`src/rtl/encrypt.sv`:
```
// Public-key encryption engine: sums the subset-selected public-key rows column by
// column, adds the scaled plaintext to the last column and streams each entry out.
module encrypt #(
  parameter int PLAINTEXT_MODULUS  = 64,
  parameter int PLAINTEXT_WIDTH    = 6,
  parameter int CIPHERTEXT_MODULUS = 1024,
  parameter int CIPHERTEXT_WIDTH   = 10,
  parameter int DIMENSION          = 10,
  parameter int BIG_N              = 30,
  parameter int SCALE_SHIFT        = CIPHERTEXT_WIDTH - PLAINTEXT_WIDTH
) (
  input  logic                                 clk,
  input  logic                                 rst_n,
  input  logic                                 start,
  input  logic [PLAINTEXT_WIDTH-1:0]           plaintext,
  input  logic [BIG_N-1:0]                     subset,
  output logic [$clog2(BIG_N)-1:0]             pk_row,
  output logic [$clog2(DIMENSION+1)-1:0]       pk_col,
  input  logic [CIPHERTEXT_WIDTH-1:0]          pk_entry,
  output logic [CIPHERTEXT_WIDTH-1:0]          ct_entry,
  output logic [$clog2(DIMENSION+1)-1:0]       ct_index,
  output logic                                 ct_valid,
  input  logic                                 ct_ready,
  output logic                                 busy,
  output logic                                 done
);

  localparam int ROW_W = $clog2(BIG_N);
  localparam int COL_W = $clog2(DIMENSION + 1);
  localparam logic [ROW_W-1:0] LAST_ROW = ROW_W'(BIG_N - 1);
  localparam logic [COL_W-1:0] LAST_COL = COL_W'(DIMENSION);
  // Both moduli are powers of two, so reduction is a mask.
  localparam logic [CIPHERTEXT_WIDTH-1:0] CT_MASK = CIPHERTEXT_WIDTH'(CIPHERTEXT_MODULUS - 1);
  localparam logic [PLAINTEXT_WIDTH-1:0]  PT_MASK = PLAINTEXT_WIDTH'(PLAINTEXT_MODULUS - 1);

  typedef enum logic [1:0] {IDLE, ACCUM, EMIT, DONE} state_e;

  state_e                        state_q, state_d;
  logic [CIPHERTEXT_WIDTH-1:0]   acc_q, acc_d;
  logic [ROW_W-1:0]              row_q, row_d;
  logic [COL_W-1:0]              col_q, col_d;
  logic [PLAINTEXT_WIDTH-1:0]    pt_q, pt_d;
  logic [BIG_N-1:0]              sub_q, sub_d;
  logic [CIPHERTEXT_WIDTH-1:0]   pt_scaled;
  logic [CIPHERTEXT_WIDTH-1:0]   pk_term;
  logic [CIPHERTEXT_WIDTH-1:0]   pt_term;

  assign pt_scaled = CIPHERTEXT_WIDTH'(pt_q) << SCALE_SHIFT;

  always_ff @(posedge clk) begin
    if (!rst_n) begin
      state_q <= IDLE;
      acc_q   <= '0;
      row_q   <= '0;
      col_q   <= '0;
      pt_q    <= '0;
      sub_q   <= '0;
    end else begin
      state_q <= state_d;
      acc_q   <= acc_d;
      row_q   <= row_d;
      col_q   <= col_d;
      pt_q    <= pt_d;
      sub_q   <= sub_d;
    end
  end

  always_comb begin
    state_d  = state_q;
    acc_d    = acc_q;
    row_d    = row_q;
    col_d    = col_q;
    pt_d     = pt_q;
    sub_d    = sub_q;
    pk_term  = '0;
    pt_term  = '0;
    pk_row   = '0;
    pk_col   = '0;
    ct_entry = '0;
    ct_index = '0;
    ct_valid = 1'b0;
    busy     = 1'b0;
    done     = 1'b0;
    unique case (state_q)
      IDLE: begin
        if (start) begin
          state_d = ACCUM;
          acc_d   = '0;
          row_d   = '0;
          col_d   = '0;
          pt_d    = plaintext & PT_MASK;
          sub_d   = subset;
        end
      end
      ACCUM: begin
        busy   = 1'b1;
        pk_row = row_q;
        pk_col = col_q;
        if (sub_q[row_q]) pk_term = pk_entry;
        // Message term joins only the final row of the final column.
        if (row_q == LAST_ROW && col_q == LAST_COL) pt_term = pt_scaled;
        acc_d = (acc_q + pk_term + pt_term) & CT_MASK;
        if (row_q == LAST_ROW) begin
          state_d = EMIT;
          row_d   = '0;
        end else begin
          row_d = row_q + 1'b1;
        end
      end
      EMIT: begin
        busy     = 1'b1;
        ct_valid = 1'b1;
        ct_entry = acc_q;
        ct_index = col_q;
        if (ct_ready) begin
          if (col_q == LAST_COL) begin
            state_d = DONE;
          end else begin
            state_d = ACCUM;
            col_d   = col_q + 1'b1;
            acc_d   = '0;
          end
        end
      end
      DONE: begin
        busy    = 1'b1;
        done    = 1'b1;
        state_d = IDLE;
        col_d   = '0;
        acc_d   = '0;
      end
      default: state_d = IDLE;
    endcase
  end

endmodule

```
`config.mk`:
```
export PLATFORM = sky130hd
export DESIGN_NAME = encrypt
export DESIGN_NICKNAME = d
export VERILOG_FILES = /design/src/rtl/encrypt.sv
export SDC_FILE = /design/constraint.sdc
export NUM_CORES = 1
export LEC_CHECK = 0
export CAP_MARGIN = 20
export CORE_ASPECT_RATIO = 0.6
export CORE_MARGIN = 2
export CORE_UTILIZATION = 45
export DETAILED_ROUTE_END_ITERATION = 10
export PLACE_DENSITY = 0.74
export SLEW_MARGIN = 20
export SYNTH_ARGS = -nofsm -noshare
export SYNTH_HDL_FRONTEND = slang
export SYNTH_SLANG_ARGS = --single-unit
```
`constraint.sdc`:
```
create_clock -name clk -period 3.7 [get_ports clk]
set_input_delay 0.555 -clock clk [delete_from_list [all_inputs] [get_ports clk]]
set_output_delay 0.555 -clock clk [all_outputs]
set_load 0.01 [all_outputs]
```
# After elaboration in Yosys (flattened, before gate mapping)
# Cells that the tools add are included.
# W data, S select, Z words.
# word_totals
out_inout_bits	26
elab_cells	59
in_bits	50
register_bits	57
# classes
add_sub_neg	4
n_reduce_logical	10
muxes	29
magnitude_cmp	1
n_eq_ne	9
# op_table
op	n
$mux W10	8
$pmux W10 S4	1
$add A10 B10 Y10	2
$mux W4	5
$mux W5	3
$pmux W4 S3	1
$pmux W5 S2	1
$mux W2	4
$ne A2 B2 Y1 const B	4
$pmux W2 S4	1
$lt A5 B6 Y1 const B	1
$reduce_and A3 Y1	2
$add A5 B1 Y5 const B	1
$bmux W1 S5	1
$eq A5 B5 Y1 const B	1
$add A4 B1 Y4 const B	1
$eq A2 B2 Y1 const B	2
$eq A4 B4 Y1 const B	1
$mux W1	4
$reduce_and A2 Y1	2
$reduce_and A4 Y1	1
$reduce_bool A3 Y1	1
$reduce_or A3 Y1	1
$eq A2 B1 Y1 const B	1
other kinds (3)	3

# Longest topological paths before layout
# Gate-level depths: netlist (run 1).
# depth
ltp_word	7
mapped_depth	18
ltp_nobuf	16

# Worst setup path after synthesis (run 1)
# OpenSTA, ideal clock, no wires.
# synth_path
path_type	register -> register
start	reg row_q[0]
end	reg acc_q[9]
slack_ns	-0.315
path_buffers	1
setup_ns	0.117
required_time_ns	3.583
arrival_time_ns	3.898
stages_incl_launch_ff	17
period_less_slack_ns	4.015
cell_sequence	dfxtp_1 > buf_6 > mux4_2 > o31ai_2 > a211oi_1 > nor2_1 > nor2b_1 > ha_1 > ha_1 > fa_1 > a21oi_1 > o211ai_1 > o21ai_1 > nand2b_1 > a21oi_1 > xnor3_1 > a32o_1
# synth_between
elab_chain_len	7
elab_cells_between_ends	11
classes_between	add/sub (2); eq/ne (1); mux (7); reduce/logical (1)
# synth_rtl
element	line_no	rtl
from (decl)	40	logic [ROW_W-1:0] row_q, row_d;
from (signal assigned)	61	row_q <= row_d;
$bmux W1 S5	99	if (sub_q[row_q]) pk_term = pk_entry;
$mux W1 (not written as such)	99	
$mux W10	99	
$mux W10	84	unique case (state_q)
$add A10 B10 Y10	102	acc_d = (acc_q + pk_term + pt_term) & CT_MASK;
$add A10 B10 Y10 (*)	102	
$pmux W10 S4 (*)	84	
to (signal assigned)	53	acc_q <= '0;
to (signal assigned)	60	acc_q <= acc_d;
to (decl)	39	logic [CIPHERTEXT_WIDTH-1:0] acc_q, acc_d;
# Every way passes the cells marked *; elsewhere a longest branch is shown, timed or not. The select of a mux whose other input is x is not followed.
# A chain may end at the register's enable or synchronous reset.

# Worst setup path after layout (run 1)
# Same ends and word-level chain as after synthesis.

==> results of run 1 <==
-- per-layer routing --
layer  part of all wire  vias up  GRT usage
li1                   -     1522          -
met1               0.47     1474      0.318
met2               0.44      132      0.347
met3              0.072       17     0.0664
met4              0.015        0     0.0813
met5                  0        -          0
-- layout make-up --
cell class                 count  share of cell area
multi-input combinational    300               0.450
sequential                    57               0.237
timing repair buffer         109               0.217
clock buffer                   9              0.0466
tap                           87              0.0225
clock inverter                 7              0.0163
inverter                      13              0.0106
-- power by group --
group	total (mW)	internal, mW	switching (mW)
sequential	0.790	0.713	0.0773
clock	0.837	0.526	0.311
combinational	1.25	0.586	0.667
total	2.88	1.82	1.06
-- worst max-delay path, cell delays in order (launching register included) --
cell and delay (ps):
dfxtp_4 380, mux4_2 530, nor2_2 130, nor4_2 50, a31o_2 250, nor2_4 170, buf_6 140, buf_6 100
nor2b_4 40, ha_4 160, ha_4 160, fa_2 370, a21oi_2 180, o211ai_1 130, o21ai_1 170, nand2b_1 90
a21oi_2 130, xnor3_1 210, a32o_1 200
-- synthesized netlist by cell type, types with 2 or more instances --
cell	instances	area [sq um]
nand2_1	90	338
dfxtp_1	57	1140
a21oi_1	52	260
and2_1	26	163
nor2_1	21	78.8
ha_1	20	250
clkbuf_1	15	56.3
inv_1	13	48.8
nand3_1	12	60.1
nor2b_1	10	62.6
fa_1	6	120
xor2_1	6	52.6
mux2i_1	5	50.1
o21ai_1	5	25.0
xnor2_1	5	43.8
a21o_1	4	30.0
mux4_2	4	90.1
nand4_1	4	25.0
and3_1	3	18.8
buf_6	3	33.8
a2111oi_0	2	17.5
a211oi_1	2	15.0
buf_1	2	7.51
nor3_1	2	10.0
nor4_1	2	12.5
o21bai_1	2	15.0
-- what timing repair did --
action / CTS / global route
setup buffers: 9 / 7
cloned: 0 / 0
gates resized for setup: 10 / 50
endpoints found under the setup margin: 2 / 3
pin swaps: 13 / 32
-- metrics by stage --
stage | util | cell area [sq um]
2_1_floorplan | - | 3220
3_3_place_gp | 0.608 | 4130
3_5_place_dp | 0.608 | 4130
4_1_cts | 0.668 | 4530
5_1_grt | 0.712 | 4840
6_report | 0.712 | 4840
-- state kept, by name (all words and copies together), names as in the netlist --
register	flops
pt_q	6
row_q	5
acc_q	10
state_q	2
sub_q	30
col_q	4
-- worst paths after layout --
check | from | end | slack (ps)
worst max-delay path | row_q[0] | acc_q[9] | 9
worst min-delay path | sub_q[26] | sub_q[26] | 450
worst max register to register | row_q[0] | acc_q[9] | 9
worst min register to register | sub_q[26] | sub_q[26] | 450
-- kinds of logic (layout without fill, tap and decap cells) --
group | after synthesis | count (layout) | share of synthesized area
flops | 57 | 57 | 0.356
fa+ha+maj | 26 | 26 | 0.115
xor+xnor | 12 | 12 | 0.0371
compound gates | 78 | 78 | 0.143
buf+inv | 35 | 138 | 0.0495
simple gates | 174 | 174 | 0.248
mux | 10 | 10 | 0.0519
==> impl_results.md, run 1 <==
- Register area: ~0.0011 sq mm
- Most frequent cells in the layout: nand2_1, clkdlybuf4s50_1, dfxtp_1
- Fin. Hold Viols: 0
- Achievable Freq: ~270 MHz
- Wire per inst: ~16 um
- Die width: around 110 um
- Final Max Tran Viols: 0
- Die height: slightly below 70 um
- Seq cells post-synth: 57
- Via count: between 3000 and 4000
- Post-synthesis cell area: roughly 0.0032 sq mm
- Worst-path fanout max: 5
- CTS buffer count: 9
- Crit. End Element: flip-flop
- Die Area: roughly 0.0078 sq mm
- Leakage: 1.92 nW
- Most common cell after layout, fill and taps aside: nand2_1
- Detail Route Antenna Nets: 0
- Area Overhead vs Synth: 50.8%
- Fill count: roughly 500
- EDFF count, synth: 0
- CTS Buffer Depth: 2
- Clk slew on worst S/H paths: 60 ps
- Post-synth ARST share: 0
- Final setup viols: 0
- Core Area: about 0.0068 sq mm
- Largest net degree at the start of global routing: 38
- Nets: 566
- Share of layout cells above drive strength 1: 0.196
- Cell Count Post-Placement: between 500 and 600
- Pwr/cell area: between 500 and 600 mW/mm^2
- Routed WL: ~9500 um
- Predominant post-synthesis flop cell: dfxtp_1
- Antenna violations before repair: 0
- Vias in the first global route: approximately 3000
- Core Rows: 23
- Seq/Total Area, Yosys: 0.356
- Period utilization: 0.998
- Reg2Reg Depth: 18
- Worst endpoint required time: between 3000 and 4000 ps
- Post-Place Worst Slack: -285 ps
- CTS hold repair buffers: 0
- Routed vias/inst: ~5.4
- Initial DRC Count: 209
- Count of warnings emitted by yosys: 0
- CP Launch Type: flip-flop
- RSZ-0062 raised after global routing: true
- Port Buffers: 75
- CTS H-Tree Depth: 3
- RD Place Congestion: around 0.90
- First-pass GRT wire length: 14300 um
- Area occupied by multi-input gates: 0.00218 sq mm
- Total clock sinks: 57
- Fin Hold WS: ~450 ps
- Total gr overflow: 0
- Relative slew margins: 0.318
- Worst-margin pin slew: 1020 ps
- Synth Area per Inst: just over 8 sq um
- Peak VDD IR: ~0.28 mV
- # diodes: 0
- Worst skew pair latency: 330 ps
- Syn nets: around 470
- Worst Hold Depth: 2
- All-Layer GR Usage: 0.231
- TritonRoute pass-1 iters: 7
- Setup ws final: about 8.6 ps
- CP Class: reg -> reg
- Post-layout minimum cycle time: roughly 3700 ps
- Failing checks: design-rule violations
- Final Non-Filler Cells: ~580
- Worst EP arrival: between 3000 and 4000 ps
- Root Driver: clkbuf_16
- DP HPWL: around 6300 um
- Overall power: approximately 2.9 mW
- Initial Utilization: 0.472
- Status: finished, violations left
- DRC Markers: 3
- Hold Crit Class: reg -> reg
- Synth cell types: 45
- Setup_tns: 0 ps
- Clk_skew: roughly 4.7 ps
- Post-Syn Instances: roughly 390
- CTS tree: yes
- # IOs: 76
- Max-Cap Viols: 0
No activity file was read; power rests on OpenSTA's default activity.
==> run 2, diff against run 1 <==
--- a/config.mk
+++ b/config.mk
@@ -10,6 +10,7 @@
 export CORE_MARGIN = 2
 export CORE_UTILIZATION = 45
 export DETAILED_ROUTE_END_ITERATION = 10
+export GPL_TIMING_DRIVEN = 0
 export PLACE_DENSITY = 0.74
 export SLEW_MARGIN = 20
 export SYNTH_ARGS = -nofsm -noshare
==> run 2 against run 1 <==
The flow finishes with violations (design-rule violations, negative setup slack). Cell count grew 0.34%. Non-clock buffer count increased by 2. Count of clock-buffer cells in the layout rose by 1. Worst hold slack worse by 2.4 ps. Highest routed layer unchanged. Via count down 1.2%. Total power shrank 1.7%. Register-to-register slack got worse by 90 ps. Critical path type unchanged. Clock skew rose by 2.0 ps. Critical path depth shrank 2. Flip-flop and latch count is the same. Sequential share of layout area grew 0.86 points.
==> impl_results.md, run 2 (synthesis gave the netlist of run 1 again) <==
- Antenna violations before repair: 0 (unchanged)
- Clk_skew: 6.76 ps (was 4.74 ps)
- Worst-path fanout max: 6 (was 5)
- Worst skew pair latency: 330 ps (about the same)
- Clk slew on worst S/H paths: 50 ps (was 60 ps)
- Status: finished, violations left (unchanged)
- Failing checks: design-rule violations, negative setup slack (was design-rule violations)
- Relative slew margins: 0.417 (was 0.318)
- Max-Cap Viols: 0 (unchanged)
- CTS Buffer Depth: 2 (unchanged)
- Largest regs: sub_q: 30 flops, acc_q: 10 flops, pt_q: 6 flops (unchanged)
- Overall power: 2.83 mW (was 2.88 mW)
- DP HPWL: 6530 um (was 6290 um)
- # diodes: 0 (unchanged)
- Peak VDD IR: 0.239 mV (was 0.276 mV)
- Fin. Hold Viols: 0 (unchanged)
- Slowest-stage cell, CP: fa_1 (was mux4_2)
- Core Area: 0.00679 sq mm (unchanged)
- Most common cell after layout, fill and taps aside: nand2_1 (unchanged)
- CTS buffer count: 9 (unchanged)
- Pwr/cell area: 609 mW/mm^2 (was 595 mW/mm^2)
- Share of layout cells above drive strength 1: 0.121 (was 0.196)
- Post-Place Worst Slack: -567 ps (was -285 ps)
- CTS hold repair buffers: 0 (unchanged)
- Post-layout util: 0.685 (was 0.712)
- Wire per inst: 15.3 um (was 16.3 um)
- CTS tree: yes (unchanged)
- CP Class: reg -> reg (unchanged)
- Root Driver: clkbuf_16 (unchanged)
- Via count: 3106 (was 3145)
- Leakage: 1.88 nW (was 1.92 nW)
- Initial Utilization: 0.472 (unchanged)
- Worst-path cell chain: buf_8 > mux4_2 > o31ai_4 > a211oi_2 > nor2_4 > buf_6 > nor2b_1 > fa_1 > ha_4 > nand3_1 > o211ai_1 > o21ai_1 > nand2b_1 > a21oi_2 > xnor3_1 > a32o_1 (was mux4_2 > nor2_2 > nor4_2 > a31o_2 > nor2_4 > buf_6 > buf_6 > nor2b_4 > ha_4 > ha_4 > fa_2 > a21oi_2 > o211ai_1 > o21ai_1 > nand2b_1 > a21oi_2 > xnor3_1 > a32o_1)
- Area Overhead vs Synth: 45.0% (was 50.8%)
- Crit. End Element: flip-flop (unchanged)
- Initial DRC Count: 161 (was 209)
- # IOs: 76 (unchanged)
- RD Place Congestion: 0.889 (was 0.902)
- CTS H-Tree Depth: 3 (unchanged)
- Area occupied by multi-input gates: 0.00202 sq mm (was 0.00218 sq mm)
- Post-layout minimum cycle time: 3780 ps (was 3690 ps)
- Die width: 113 um (unchanged)
- DRC Markers: 3 (unchanged)
- Worst endpoint required time: 3920 ps (about the same)
- Fill count: 531 (was 499)
- All-Layer GR Usage: 0.227 (was 0.231)
- Worst EP arrival: 4000 ps (was 3920 ps)
- CP Launch Type: flip-flop (unchanged)
- Die height: 69.4 um (unchanged)
- Routed vias/inst: 5.32 (was 5.40)
- Largest net degree at the start of global routing: 11 (was 38)
- Max reg flops: 30 (unchanged)
- Total clock sinks: 57 (unchanged)
- Crit-path max cell delay: 570 ps (was 530 ps)
- Nets: 568 (was 566)
- Setup ws final: -81.9 ps (was 8.57 ps)
- Most frequent cells in the layout: nand2_1, clkdlybuf4s50_1, dfxtp_1 (unchanged)
- Register area: 0.00114 sq mm (was 0.00115 sq mm)
- Routed WL: 8930 um (was 9490 um)
- RSZ-0062 raised after global routing: true (unchanged)
- Final Max Tran Viols: 0 (unchanged)
- Port Buffers: 75 (unchanged)
- Die Area: 0.00784 sq mm (unchanged)
- TritonRoute pass-1 iters: 8 (was 7)
- Largest reg by FF count: sub_q (unchanged)
- Period utilization: 1.02 (was 0.998)
- Achievable Freq: 264 MHz (was 271 MHz)
- Vias in the first global route: 2934 (was 2993)
- Core Rows: 23 (unchanged)
- Fin Hold WS: 451 ps (was 453 ps)
- Hold Crit Class: reg -> reg (unchanged)
- Detail Route Antenna Nets: 0 (unchanged)
- Worst-margin pin slew: 875 ps (was 1020 ps)
- First-pass GRT wire length: 14200 um (was 14300 um)
- Total gr overflow: 0 (unchanged)
- Final setup viols: 1 (was 0)
run 2: cell types whose count changed in the layout (fill, tap and decap cells not counted), sizes merged:
cell / delta
clkbuf: +16
buf: -13
inv: -3
bufinv: +2
clkinv: +2
clkinvlp: -2
run 2: layout make-up:
class | instances | area share
clock inverter | 6 | 0.0226
sequential | 57 | 0.246
multi-input combinational | 300 | 0.435
timing repair buffer | 89 | 0.185
clock buffer | 10 | 0.0514
tap | 87 | 0.0234
inverter | 13 | 0.0113
buffer | 22 | 0.0258
run 2: per-stage QoR:
stage	cells	setup TNS (ps)	instance area, sq um
floorplan	392	0	3220
global placement	554	-534	4080
detailed placement	554	-734	4080
CTS	580	-90.5	4560
global route	584	-269	4650
finish	584	-81.9	4650
run 2: power by group:
part | internal, mW | switching (mW)
clock network | 0.671 | 0.284
logic | 0.475 | 0.612
registers | 0.714 | 0.0752
total | 1.86 | 0.971
run 2: final timing paths:
kind         depth (start not counted)  slack [ps]  startpoint  endpoint
max                                 16         -80    row_q[0]  acc_q[9]
min                                  2         450     pt_q[4]   pt_q[4]
max reg2reg                         16         -80    row_q[0]  acc_q[9]
min reg2reg                          2         450     pt_q[4]   pt_q[4]
run 2: worst max-delay path: cells and delay by family (launching register included):
| family | cells | cell delay, ps |
|---|---|---|
| xor gates and xnor gates | 1 | 230 |
| and+or+nand+nor | 4 | 420 |
| DFF | 1 | 410 |
| muxes | 1 | 530 |
| adders and majority gates | 2 | 810 |
| buffers and inverters | 2 | 280 |
| AOI/OAI and AO/OA | 6 | 1010 |
run 2: timing repair:
| item | in CTS | in global routing |
|---|---|---|
| buffers inserted | 10 | 4 |
| resized for setup | 12 | 12 |
| endpoints found under the setup margin | 3 | 3 |
| pin swaps | 10 | 6 |
run 2: layer usage:
metal | global-route usage | vias to the layer above | share of wire
met1 | 0.328 | 1444 | 0.47
met4 | 0.0596 | 0 | 0.0068
met3 | 0.0498 | 9 | 0.080
met5 | 0 | - | 0
met2 | 0.344 | 126 | 0.44
li1 | - | 1527 | -
